===== src/rtl/memory_arbiter_pkg.sv =====
// Shared definitions for the byte-memory sequencing arbiter.
// State encodings, bus widths and the latched command record.
// Imported by the arbiter top and its round-robin sub-block.
package memory_arbiter_pkg;

    localparam int ADDR_W = 2;
    localparam int DATA_W = 8;

    localparam logic [2:0] ST_IDLE   = 3'd0;
    localparam logic [2:0] ST_SETUP  = 3'd1;
    localparam logic [2:0] ST_STROBE = 3'd2;
    localparam logic [2:0] ST_HOLD   = 3'd3;
    localparam logic [2:0] ST_SAMPLE = 3'd4;
    localparam logic [2:0] ST_DONE   = 3'd5;

    localparam logic GNT_A = 1'b0;
    localparam logic GNT_B = 1'b1;

    // Transaction captured at grant; later requester changes are ignored.
    typedef struct packed {
        logic              we;
        logic [ADDR_W-1:0] addr;
        logic [DATA_W-1:0] wdata;
    } cmd_t;

endpackage


===== src/rtl/memory_arbiter_rr_arbiter_2.sv =====
// Two-way round-robin grant decision, purely combinational.
// Latency: zero cycles; decision is consumed by the parent FSM in IDLE.
// Backpressure: none; enable gates the grant so busy periods never grant.
module rr_arbiter_2
    import memory_arbiter_pkg::*;
(
    input  logic req_a_i,
    input  logic req_b_i,
    input  logic last_grant_i,
    input  logic enable_i,
    output logic grant_valid_o,
    output logic grant_o,
    output logic last_grant_o
);

    // On a tie the requester not served last wins; otherwise the lone requester.
    always_comb begin
        grant_o = GNT_A;
        if (req_a_i && req_b_i) begin
            grant_o = ~last_grant_i;
        end else if (req_b_i) begin
            grant_o = GNT_B;
        end
        grant_valid_o = enable_i && (req_a_i || req_b_i);
        last_grant_o  = grant_valid_o ? grant_o : last_grant_i;
    end

endmodule


===== src/rtl/memory_arbiter.sv =====
// Serialises two requesters onto one byte-memory port with setup/strobe/hold.
// Latency: write ack 3+STROBE_CYCLES cycles after grant edge, read ack 3 cycles.
// Backpressure: requests are only arbitrated in IDLE; others wait with req held.
module memory_arbiter
    import memory_arbiter_pkg::*;
#(
    parameter int STROBE_CYCLES = 1
) (
    input  logic              clk_i,
    input  logic              reset_i,
    input  logic              req_a_i,
    input  logic              we_a_i,
    input  logic [ADDR_W-1:0] addr_a_i,
    input  logic [DATA_W-1:0] wdata_a_i,
    output logic              ack_a_o,
    output logic [DATA_W-1:0] rdata_a_o,
    input  logic              req_b_i,
    input  logic              we_b_i,
    input  logic [ADDR_W-1:0] addr_b_i,
    input  logic [DATA_W-1:0] wdata_b_i,
    output logic              ack_b_o,
    output logic [DATA_W-1:0] rdata_b_o,
    output logic [ADDR_W-1:0] mem_addr_o,
    output logic [DATA_W-1:0] mem_data_o,
    output logic              mem_store_o,
    input  logic [DATA_W-1:0] mem_q_i,
    output logic              busy_o
);

    localparam logic [3:0] STROBE_LAST = 4'(STROBE_CYCLES - 1);

    logic [2:0]        state_q, state_d;
    cmd_t              cmd_q, cmd_d;
    logic              gnt_q, gnt_d;
    logic              last_grant_q, last_grant_d;
    logic [3:0]        strb_cnt_q, strb_cnt_d;
    logic [DATA_W-1:0] rdata_a_q, rdata_a_d;
    logic [DATA_W-1:0] rdata_b_q, rdata_b_d;

    logic grant_valid;
    logic grant;
    logic last_grant_nxt;

    rr_arbiter_2 u_rr (
        .req_a_i      (req_a_i),
        .req_b_i      (req_b_i),
        .last_grant_i (last_grant_q),
        .enable_i     (state_q == ST_IDLE),
        .grant_valid_o(grant_valid),
        .grant_o      (grant),
        .last_grant_o (last_grant_nxt)
    );

    // State and datapath registers; reset drops mem_store at once via state.
    always_ff @(posedge clk_i or posedge reset_i) begin
        if (reset_i) begin
            state_q      <= ST_IDLE;
            cmd_q        <= '0;
            gnt_q        <= GNT_A;
            last_grant_q <= GNT_B;
            strb_cnt_q   <= '0;
            rdata_a_q    <= '0;
            rdata_b_q    <= '0;
        end else begin
            state_q      <= state_d;
            cmd_q        <= cmd_d;
            gnt_q        <= gnt_d;
            last_grant_q <= last_grant_d;
            strb_cnt_q   <= strb_cnt_d;
            rdata_a_q    <= rdata_a_d;
            rdata_b_q    <= rdata_b_d;
        end
    end

    // Next-state sequencing plus command capture, strobe count and read capture.
    always_comb begin
        state_d      = state_q;
        cmd_d        = cmd_q;
        gnt_d        = gnt_q;
        last_grant_d = last_grant_nxt;
        strb_cnt_d   = strb_cnt_q;
        rdata_a_d    = rdata_a_q;
        rdata_b_d    = rdata_b_q;
        case (state_q)
            ST_IDLE: begin
                if (grant_valid) begin
                    gnt_d   = grant;
                    cmd_d   = (grant == GNT_B) ? cmd_t'{we_b_i, addr_b_i, wdata_b_i}
                                               : cmd_t'{we_a_i, addr_a_i, wdata_a_i};
                    state_d = ST_SETUP;
                end
            end
            ST_SETUP:  state_d = cmd_q.we ? ST_STROBE : ST_SAMPLE;
            ST_STROBE: begin
                if (strb_cnt_q == STROBE_LAST) begin
                    strb_cnt_d = '0;
                    state_d    = ST_HOLD;
                end else begin
                    strb_cnt_d = strb_cnt_q + 4'd1;
                end
            end
            ST_HOLD:   state_d = ST_DONE;
            ST_SAMPLE: begin
                if (gnt_q == GNT_B) begin
                    rdata_b_d = mem_q_i;
                end else begin
                    rdata_a_d = mem_q_i;
                end
                state_d = ST_DONE;
            end
            ST_DONE:   state_d = ST_IDLE;
            default:   state_d = ST_IDLE;
        endcase
    end

    // Outputs decoded from state only, so store and acks are glitch-free.
    always_comb begin
        busy_o      = (state_q != ST_IDLE);
        mem_store_o = (state_q == ST_STROBE);
        ack_a_o     = (state_q == ST_DONE) && (gnt_q == GNT_A);
        ack_b_o     = (state_q == ST_DONE) && (gnt_q == GNT_B);
    end

    assign mem_addr_o = cmd_q.addr;
    assign mem_data_o = cmd_q.wdata;
    assign rdata_a_o  = rdata_a_q;
    assign rdata_b_o  = rdata_b_q;

endmodule


===== config.mk =====
export PLATFORM = sky130hd
export DESIGN_NAME = memory_arbiter
export DESIGN_NICKNAME = d
export VERILOG_FILES = /design/src/rtl/memory_arbiter_pkg.sv /design/src/rtl/memory_arbiter_rr_arbiter_2.sv /design/src/rtl/memory_arbiter.sv
export SDC_FILE = /design/constraint.sdc
export NUM_CORES = 1
export LEC_CHECK = 0
export CORE_ASPECT_RATIO = 0.9
export CORE_MARGIN = 4
export CORE_UTILIZATION = 41
export CTS_BUF_LIST = sky130_fd_sc_hd__clkbuf_8
export DETAILED_ROUTE_END_ITERATION = 6
export GPL_ROUTABILITY_DRIVEN = 1
export GPL_TIMING_DRIVEN = 0
export PLACE_DENSITY = 0.75
export SLEW_MARGIN = 20
export SYNTH_ARGS = -nofsm -noshare
export SYNTH_HDL_FRONTEND = slang
export SYNTH_SLANG_ARGS = --single-unit

===== constraint.sdc =====
create_clock -name clk_i -period 2.15 [get_ports clk_i]
set_input_delay 0.43 -clock clk_i [delete_from_list [all_inputs] [get_ports clk_i]]
set_output_delay 0.43 -clock clk_i [all_outputs]
set_load 0.01 [all_outputs]

== After elaboration in Yosys (flattened, before gate mapping) ==
Cells that the tools add are included.
Operators by class
  add/sub/neg operators: 1
  eq/ne operators: 7
  multiplexer cells: 8
  bitwise operators: 2
  reduce and logical (&&, ||, !) cells: 13
Operators by type and width (count)
  $pmux 3 s4: 1
  $mux 11: 1
  $mux 3: 3
  $reduce_and 2->1: 4
  $eq 3x2->1 const B: 2
  $eq 3x3->1 const B: 2
  $add 4x1->4 const B: 1
  $logic_and 1x1->1: 4
  $logic_not 4->1: 1
  $mux 4: 1
  $eq 3x1->1 const B: 1
  $logic_not 3->1: 1
  $reduce_bool 3->1: 1
  $mux 1: 2
  $ne 2x1->1 const B: 1
  $ne 2x2->1 const B: 1
  $not 1->1: 2
  $reduce_or 2->1: 1
  $logic_or 1x1->1: 1
Storage, ports and cells
  bits in registers: 36
  input bits: 34
  output and inout port bits: 30
  logic and storage cells: 40

== Longest topological paths before layout ==
Gate-level depths: netlist of run 1.
  depth after elaboration: 4
  depth in mapped cells: 6
  gate-level depth less buffers: 5

== Modules after synthesis ==
From an unflattened synthesis of run 1, not the netlist that was laid out.
Unflattened totals
  cells, all modules: 143
  area, all modules: 1705.4 sq um
Modules (own cells, without submodules)
  memory_arbiter: instances 1, cells each 139, area an instance 1679.1 sq um, seq. area each 902.1 sq um
  rr_arbiter_2: instances 1, cells each 4, area an instance 26.3 sq um, seq. area each 0.0 sq um

== Least setup slack after synthesis of run 1 ==
OpenSTA, ideal clock, no wires.
  kind: register to register
  start point: register state_q[0]
  end point: register rdata_b_q[1], in the netlist rdata_b_o[1]
  arrival time: 1407 ps
  data required time: 2025 ps
  path slack: 618 ps
  cell stages (with the launch flop): 4
  path buffers: 0
  cells stage by stage: dfrtp_1 -> or3b_4 -> nor2_8 -> mux2_2
Between the ends
  cells in the longest elaborated chain, start to end: 2
Ends and longest elaborated chain
  from (decl): line memory_arbiter.sv:32  | logic [2:0] state_q, state_d;
  from (signal assigned): line memory_arbiter.sv:65  | state_q <= state_d;
  $eq 3x3->1: line memory_arbiter.sv:84  | case (state_q)
  $reduce_and 2->1 (no source line)
  to (signal assigned): line memory_arbiter.sv:71  | rdata_b_q <= rdata_b_d;
  to (decl): line memory_arbiter.sv:38  | logic [DATA_W-1:0] rdata_b_q, rdata_b_d;
Every way passes these cells.
A chain may end at the register's enable or synchronous reset.

== Final worst setup path of run 1 ==
  start point: register state_q[0]
  end point: output ack_b_o
Between the ends
  cells in the longest elaborated chain, start to end: 2
Ends and longest elaborated chain
  $eq 3x3->1: line memory_arbiter.sv:121  | ack_b_o = (state_q == ST_DONE) && (gnt_q == GNT_B);
  $logic_and 1x1->1: line memory_arbiter.sv:121
  to (decl): line memory_arbiter.sv:21  | output logic ack_b_o,
Every way passes these cells.

==> reports/results.tsv, run 1 <==
metric	value	unit
grt total ovfl	0	
f_max	480	MHz
VDD IR-drop max	876	uV
synth unique cells	32	
CTS max path bufs	2	
Fin. Hold Viols	0	
Critical Path AT	1650	ps
final-report max-slew violation count	0	
PD cells	1360	mW/mm2
crit path kind	reg2out	
Final #Nets	244	
CP Buf/Inv Count	1	
vias in the first global route	1442	
CP max FO	6	
most common cell after layout, fill and taps aside	clkdlybuf4s50_1	
share of cells above drive strength 1	0.292	
I/O pin cnt	64	
Final Total Pwr	3.42	mW
pin count of the biggest net entering global routing	37	
#FFs+latches synth	36	
Starting Density	0.443	
Setup TNS Final	0	ps
CTS clock-pin slew for the worst setup and hold paths	70	ps
gate family responsible for the most delay along the worst path	buffers and inverters	
antenna cells	0	
mapped cell area	0.00171	mm2
TritonCTS clock tree	done	
initial antenna violation count	0	
Clk Latency, worst-skew pair	280	ps
yosys warns	0	
chip width	76.1	um
Crit. End Element	output port	
drt first-iter violations	91	
DIE AREA	0.00527	mm2
HPWL after detailed placement	2920	um
I/O Buffers	63	
post-synthesis net count	170	
cts bufs inserted	5	
startpoint types	register	
Slew HR	0.509	
Clock Sinks	36	
Final period util	0.968	
Die Ht	69.3	um
Avg Inst Size Synth	12.8	um2
fin area	0.00252	mm2
Critical Path Max Stage Delay	530	ps
GR Util All Layers	0.156	
Via density	5.11	
Gate Count Post-Synth	134	
unrepaired setup endpoints after global routing	no	
H-Tree Depth	2	
Crit path required time	1720	ps
status	finished, final reports clean	
Crit-path slowest cell	clkdlybuf4s50_1	
Synth-to-Final Area Change	47.5	%
routed via count	1304	
WL/cell	15.7	um
LEAKAGE	1.09	nW
final setup vio count	0	
area post-placement	0.00240	mm2
Antenna Violating Nets Remaining	0	
Setup Skew	4.04	ps
most frequent cells in the layout	clkdlybuf4s50_1 (62), dfrtp_1 (33), mux2_2 (15), buf_4 (14), o221a_2 (11)	
drt pass-1 iters	4	
MaxCap Viol Count	0	
slew at the pin closest to its max-slew limit	736	ps
core area	0.00386	mm2
Post-route DRC	0	
root buffer cell	clkbuf_8	
min Tclk post-route	2080	ps
Critical Path, Cell by Cell	nor2b_2 > and3_1 > clkdlybuf4s50_1	
FP Rows	21	
first-pass GRT wire length	6810	um
Final GP Congestion	0.784	
Routed WL	4000	um
worst min-delay path class	reg2reg	
register area share after synthesis	0.527	
routing by layer:
metal | GRT usage | wire, um
met5 | 0 | 0
met3 | 0.0571 | 303
met4 | 0.0291 | 31
met2 | 0.248 | 1870
met1 | 0.206 | 1790
repair_timing:
item | in CTS | in global routing
buffers inserted | 4 | 0
resized for setup | 3 | 2
hold buffers | 0 | 0
hold endpoints to repair | 0 | 0
pin swaps | 1 | 0
endpoints found under the setup margin | 4 | 2
layout make-up:
| class | count | area (um2) |
|---|---|---|
| clock buffer | 6 | 82.6 |
| fill | 287 | 1340 |
| clock inverter | 2 | 7.51 |
| inverter | 7 | 26.3 |
| buffer | 15 | 105 |
| timing repair buffer | 67 | 659 |
| tap | 46 | 57.6 |
| multi-input combinational | 76 | 679 |
| sequential | 36 | 905 |
cells by family (layout without fill, tap and decap cells):
group                    after synthesis  count (layout)  synth area share
adder cells (fa/ha/maj)                2               2            0.0146
AO/OA/AOI/OAI                         32              32             0.152
buffers and inverters                 22              97            0.0768
XOR/XNOR                               1               1           0.00512
flip-flops                            36              36             0.527
AND/OR/NAND/NOR                       23              23             0.106
multiplexers                          18              18             0.118
cells in the mapped netlist:
master    number  area, um2
nand4_1        1       6.26
inv_1          7       26.3
nor2_1         2       7.51
nand2_1        4       15.0
mux2_1         2       22.5
mux2_2        15        169
nor2b_1        3       18.8
dfrtp_1       35        876
nand2b_1       2       12.5
nor2_8         2       40.0
mux2i_1        1       10.0
and3_1         2       12.5
a21oi_1        3       15.0
or3b_4         1       11.3
ha_1           2       25.0
buf_6          1       11.3
o31ai_1        1       7.51
buf_4         10       75.1
nor3_1         1       5.00
o221a_2       11        124
a21boi_0       1       7.51
a31oi_1        1       6.26
clkbuf_1       1       3.75
nor3b_1        1       7.51
o21bai_1      10       75.1
nor3b_4        1       18.8
dfstp_2        1       26.3
nand3_1        2       10.0
xnor2_1        1       8.76
o21ai_0        5       25.0
nor3_4         1       16.3
buf_2          3       15.0
worst paths after layout:
check                                  start  slack, ps  cells after the start      endpoint
worst max register to register    state_q[0]        420                      4  rdata_b_o[3]
worst max-delay path              state_q[0]         70                      3       ack_b_o
worst min register to register  rdata_b_o[7]        490                      1  rdata_b_o[7]
worst min-delay path            rdata_b_o[7]        490                      1  rdata_b_o[7]
max in group asynchronous            reset_i       1010                      2    state_q[1]
min in group asynchronous            reset_i        630                      2  rdata_b_o[2]
sequential cells by signal, summed over array words and instances, names as in the netlist:
| register | count |
|---|---|
| last_grant_q | 1 |
| gnt_q | 1 |
| mem_data_o | 8 |
| cmd_q | 1 |
| strb_cnt_q | 4 |
| rdata_b_o | 8 |
| mem_addr_o | 2 |
| state_q | 3 |
| rdata_a_o | 8 |
where the power goes:
part           total (mW)  internal (mW)  switching [mW]  leakage [nW]
logic                1.74           1.08           0.662         0.613
clock network       0.481          0.252           0.229        0.0538
registers            1.20          0.988           0.208         0.425
total                3.42           2.32            1.10          1.09
per-stage QoR:
step	utilization	setup WS, ps	cells	hold WS (ps)
after floorplan	-	618	134	467
after global placement	0.621	159	243	470
after detailed placement	0.621	149	243	486
after CTS	0.652	31.2	255	501
after global routing	0.653	2.80	255	507
final	0.653	68.3	255	494
No activity file was read; power rests on OpenSTA's default activity.
==> run 2: changes to the inputs <==
- CORE_MARGIN: 4 -> not set
- CORE_UTILIZATION: 41 -> 44
- CTS_BUF_LIST: sky130_fd_sc_hd__clkbuf_8 -> not set
- PLACE_DENSITY: 0.75 -> 0.8
==> reports/results.tsv, run 2 (synthesis gave the netlist of run 1 again) <==
metric	value	unit
status	finished, final reports clean	
hold buffers post-CTS	0	
Clock Sinks	36	
vias in the first global route	1208	
Synth-to-Final Area Change	47.3	%
Final #Nets	243	
met2 routed WL	1610	um
I/O pin cnt	64	
first-pass GRT wire length	5340	um
PD cells	1340	mW/mm2
Placed Cells	243	
WHS Endpoint	rdata_b_o[0]	
I/O Buffers	63	
GR Util All Layers	0.182	
worst min-delay path class	reg2reg	
most common cell after layout, fill and taps aside	clkdlybuf4s50_1	
final setup vio count	0	
Slew HR	0.520	
Routed WL	3440	um
register area	905	um2
WL/cell	13.6	um
antenna cells	0	
Crit path required time	1720	ps
hold path start	rdata_b_o[0]	
CTS clock-pin slew for the worst setup and hold paths	70	ps
f_max	483	MHz
H-Tree Depth	2	
Final Non-Filler Cells	254	
Hold Slack	495	ps
uppermost layer routed	met4	
CP max FO	7	
DIE AREA	0.00414	mm2
Antenna Violating Nets Remaining	0	
drt pass-1 iters	4	
Critical R2R Capture	mem_data_o[0]	
WL met3	274	um
MaxCap Viol Count	0	
FP Rows	21	
area of the multi-input gates	679	um2
CTS max path bufs	2	
crit path kind	reg2out	
pin count of the biggest net entering global routing	37	
slew at the pin closest to its max-slew limit	719	ps
worst hold path depth	1	
Final period util	0.963	
Post-route DRC	0	
routed metal-1 wirelength	1520	um
unrepaired setup endpoints after global routing	no	
Fin. Hold Viols	0	
Final GP Congestion	0.801	
most frequent cells in the layout	clkdlybuf4s50_1 (62), dfrtp_1 (33), mux2_2 (15), buf_4 (14), o221a_2 (11)	
grt total ovfl	0	
Clk Latency, worst-skew pair	280	ps
Starting Density	0.458	
Via density	5.19	
reg-to-reg setup timing slack	440	ps
Setup TNS Final	0	ps
initial antenna violation count	0	
Crit. End Element	output port	
share of cells above drive strength 1	0.298	
Setup Skew	0.981	ps
min Tclk post-route	2070	ps
VDD IR-drop max	849	uV
FF-to-FF Start	state_q[0]	
chip width	67.7	um
HPWL after detailed placement	2560	um
startpoint types	register	
cts bufs inserted	5	
root buffer cell	clkbuf_8	
final-report max-slew violation count	0	
Die Ht	61.2	um
drt first-iter violations	60	
worst r2r path cells	6	
routed via count	1318	
LEAKAGE	1.09	nW
TritonCTS clock tree	done	
Critical Path AT	1640	ps
filler instances	275	
Final Total Pwr	3.38	mW
core area	0.00373	mm2
Final Util	0.675	
==> run 2: cell type report <==
class	instances	area share
multi-input cells	76	0.270
flip-flops and latches	36	0.359
clock buffers	6	0.0328
repair buffers	66	0.259
clock inverters	2	0.00397
plain buffers	15	0.0427
inverters	7	0.0104
well taps	46	0.0228
==> run 2: worst max-delay path by stage <==
stage	startpoint	endpoint	depth (start not counted)
global placement	state_q[2]	busy_o	5
global route	state_q[1]	ack_b_o	3
detailed placement	state_q[2]	busy_o	5
CTS	state_q[1]	mem_store_o	2
finish	state_q[0]	ack_b_o	3
floorplan	state_q[0]	rdata_b_o[1]	3
==> run 2: power by group <==
part	switching [mW]	internal [mW]
Clock	0.227	0.255
Sequential	0.204	0.988
Combinational	0.635	1.07
==> run 2: worst max-delay path, cell delays in order (launching register included) <==
cell and delay [ps]:
dfrtp_2 440, nor2b_2 200, and3_1 190, clkdlybuf4s50_1 530
==> run 2: routing by layer <==
metal,track usage,vias up
li1,-,619
met3,0.0463,5
met5,0,-
met2,0.310,68
met4,0.0912,0
met1,0.215,626
==> run 2: per-stage QoR <==
step	setup WS (ps)	instance area, um2
floorplan	618	1710
global placement	170	2400
detailed placement	182	2400
CTS	1.56	2500
global route	3.18	2520
finish	80.3	2520
==> run 2: timing repair <==
action	in CTS	in global routing
buffers inserted	1	2
gates resized for setup	2	5
pin swaps	1	0
endpoints found under the setup margin	3	3
==> run 3: changes to the inputs <==
- CORE_UTILIZATION: 44 -> 39
- PLACE_DENSITY: 0.8 -> 0.75
- clock period: 2.15 -> 1.8 ns (I/O delays scaled with it)
==> reports/results.tsv, run 3 (synthesis gave the netlist of run 1 again) <==
metric	value	unit
initial antenna violation count	0	
routed via count	1291	
Final #Nets	246	
most frequent cells in the layout	clkdlybuf4s50_1 (59), dfrtp_1 (33), buf_4 (15), mux2_4 (13), o221a_2 (11)	
share of cells above drive strength 1	0.313	
root buffer cell	clkbuf_8	
Final GP Congestion	0.672	
violations in the final reports	negative setup slack	
pin count of the biggest net entering global routing	37	
hold path start	rdata_b_o[0]	
area of the multi-input gates	728	um2
worst r2r path cells	5	
Crit. End Element	register	
Antenna Violating Nets Remaining	0	
Routed WL	3810	um
Clock Sinks	36	
slew at the pin closest to its max-slew limit	722	ps
cts bufs inserted	5	
Crit path required time	1980	ps
final worst setup slack	-53.2	ps
CP max FO	8	
register area	905	um2
status	finished with violations	
Final period util	1.03	
most common cell after layout, fill and taps aside	clkdlybuf4s50_1	
Synth-to-Final Area Change	52.6	%
HPWL after detailed placement	2600	um
unrepaired setup endpoints after global routing	yes	
final setup vio count	16	
min Tclk post-route	1850	ps
CTS max path bufs	2	
GR Util All Layers	0.177	
core area	0.00413	mm2
WHS Endpoint	rdata_b_o[0]	
DIE AREA	0.00465	mm2
drt pass-1 iters	4	
FP Rows	22	
final-report max-slew violation count	0	
filler instances	320	
Critical Path AT	2030	ps
fin area	0.00261	mm2
Clk Latency, worst-skew pair	290	ps
LEAKAGE	1.15	nW
first-pass GRT wire length	6230	um
drt first-iter violations	66	
MaxCap Viol Count	0	
WL/cell	14.7	um
f_max	540	MHz
Via density	4.98	
FF-to-FF Start	state_q[0]	
Starting Density	0.414	
Critical R2R Capture	rdata_b_o[6]	
TritonCTS clock tree	done	
Final Util	0.632	
Placed Cells	245	
chip width	71.8	um
Setup Skew	10.5	ps
Fin. Hold Viols	0	
VDD IR-drop max	797	uV
Final Total Pwr	4.35	mW
H-Tree Depth	2	
worst hold path depth	1	
Die Ht	64.8	um
Final Non-Filler Cells	259	
grt total ovfl	0	
area post-placement	0.00240	mm2
antenna cells	0	
PD cells	1660	mW/mm2
CTS clock-pin slew for the worst setup and hold paths	80	ps
reg-to-reg setup timing slack	-50	ps
I/O pin cnt	64	
Slew HR	0.518	
startpoint types	register	
I/O Buffers	63	
Post-route DRC	0	
crit path kind	reg2reg	
worst min-delay path class	reg2reg	
vias in the first global route	1396	
[run 3: changes by cell type in the layout (fill, tap and decap cells not counted), moves of 2 or more]
cell             before  now
mux2_2               15    3
mux2_4                0   13
clkdlybuf4s50_1      62   59
buf_6                 1    3
[run 3: where the power goes]
part	internal [mW]	leakage, nW	total [mW]	switching, mW
combinational	1.42	0.674	2.22	0.804
clock	0.411	0.0552	0.695	0.284
sequential	1.18	0.425	1.43	0.245
total	3.01	1.15	4.35	1.33
[run 3: worst max-delay path by stage]
stage | slack, ps | endpoint | cells after the start | start
2_1_floorplan | 270 | rdata_b_o[1] | 3 | state_q[0]
3_3_place_gp | -110 | strb_cnt_q[3] | 2 | reset_i
3_5_place_dp | -130 | busy_o | 5 | state_q[2]
4_1_cts | -20 | rdata_a_o[4] | 5 | state_q[0]
5_1_grt | -100 | rdata_b_o[6] | 5 | state_q[0]
6_report | -50 | rdata_b_o[6] | 5 | state_q[0]
[run 3: through the flow]
stage               setup WS (ps)  setup TNS [ps]  hold slack [ps]
finish                      -53.2            -565              508
global route                 -100           -1220              523
CTS                         -24.1            -268              507
detailed placement           -128            -368              491
global placement             -111           -3780              470
floorplan                     268               0              430
[run 3: routing by layer]
layer | track usage | wire (um)
met5 | 0 | 0
met4 | 0.0588 | 51
met3 | 0.0684 | 287
met2 | 0.296 | 1750
met1 | 0.208 | 1720
[run 3: worst max-delay path: stages, from the launching register on]
cell     delay [ps]
dfrtp_2         460
buf_6           140
buf_6           110
or3b_4          450
nor2_8          220
mux2_2          360
[run 3: timing repair]
item | in CTS | in global routing
resized for setup | 10 | 17
hold endpoints to repair | 0 | 0
setup buffers | 6 | 0
pin swaps | 2 | 2
endpoints found under the setup margin | 4 | 18
hold buffers | 0 | 0
[run 3: final cells by class]
cell class,instances,share of cell area
buffer,15,0.0412
clock buffer,6,0.0278
clock inverter,2,0.0134
inverter,7,0.0101
multi-input combinational,76,0.279
sequential,36,0.347
tap,48,0.0230
timing repair buffer,69,0.259
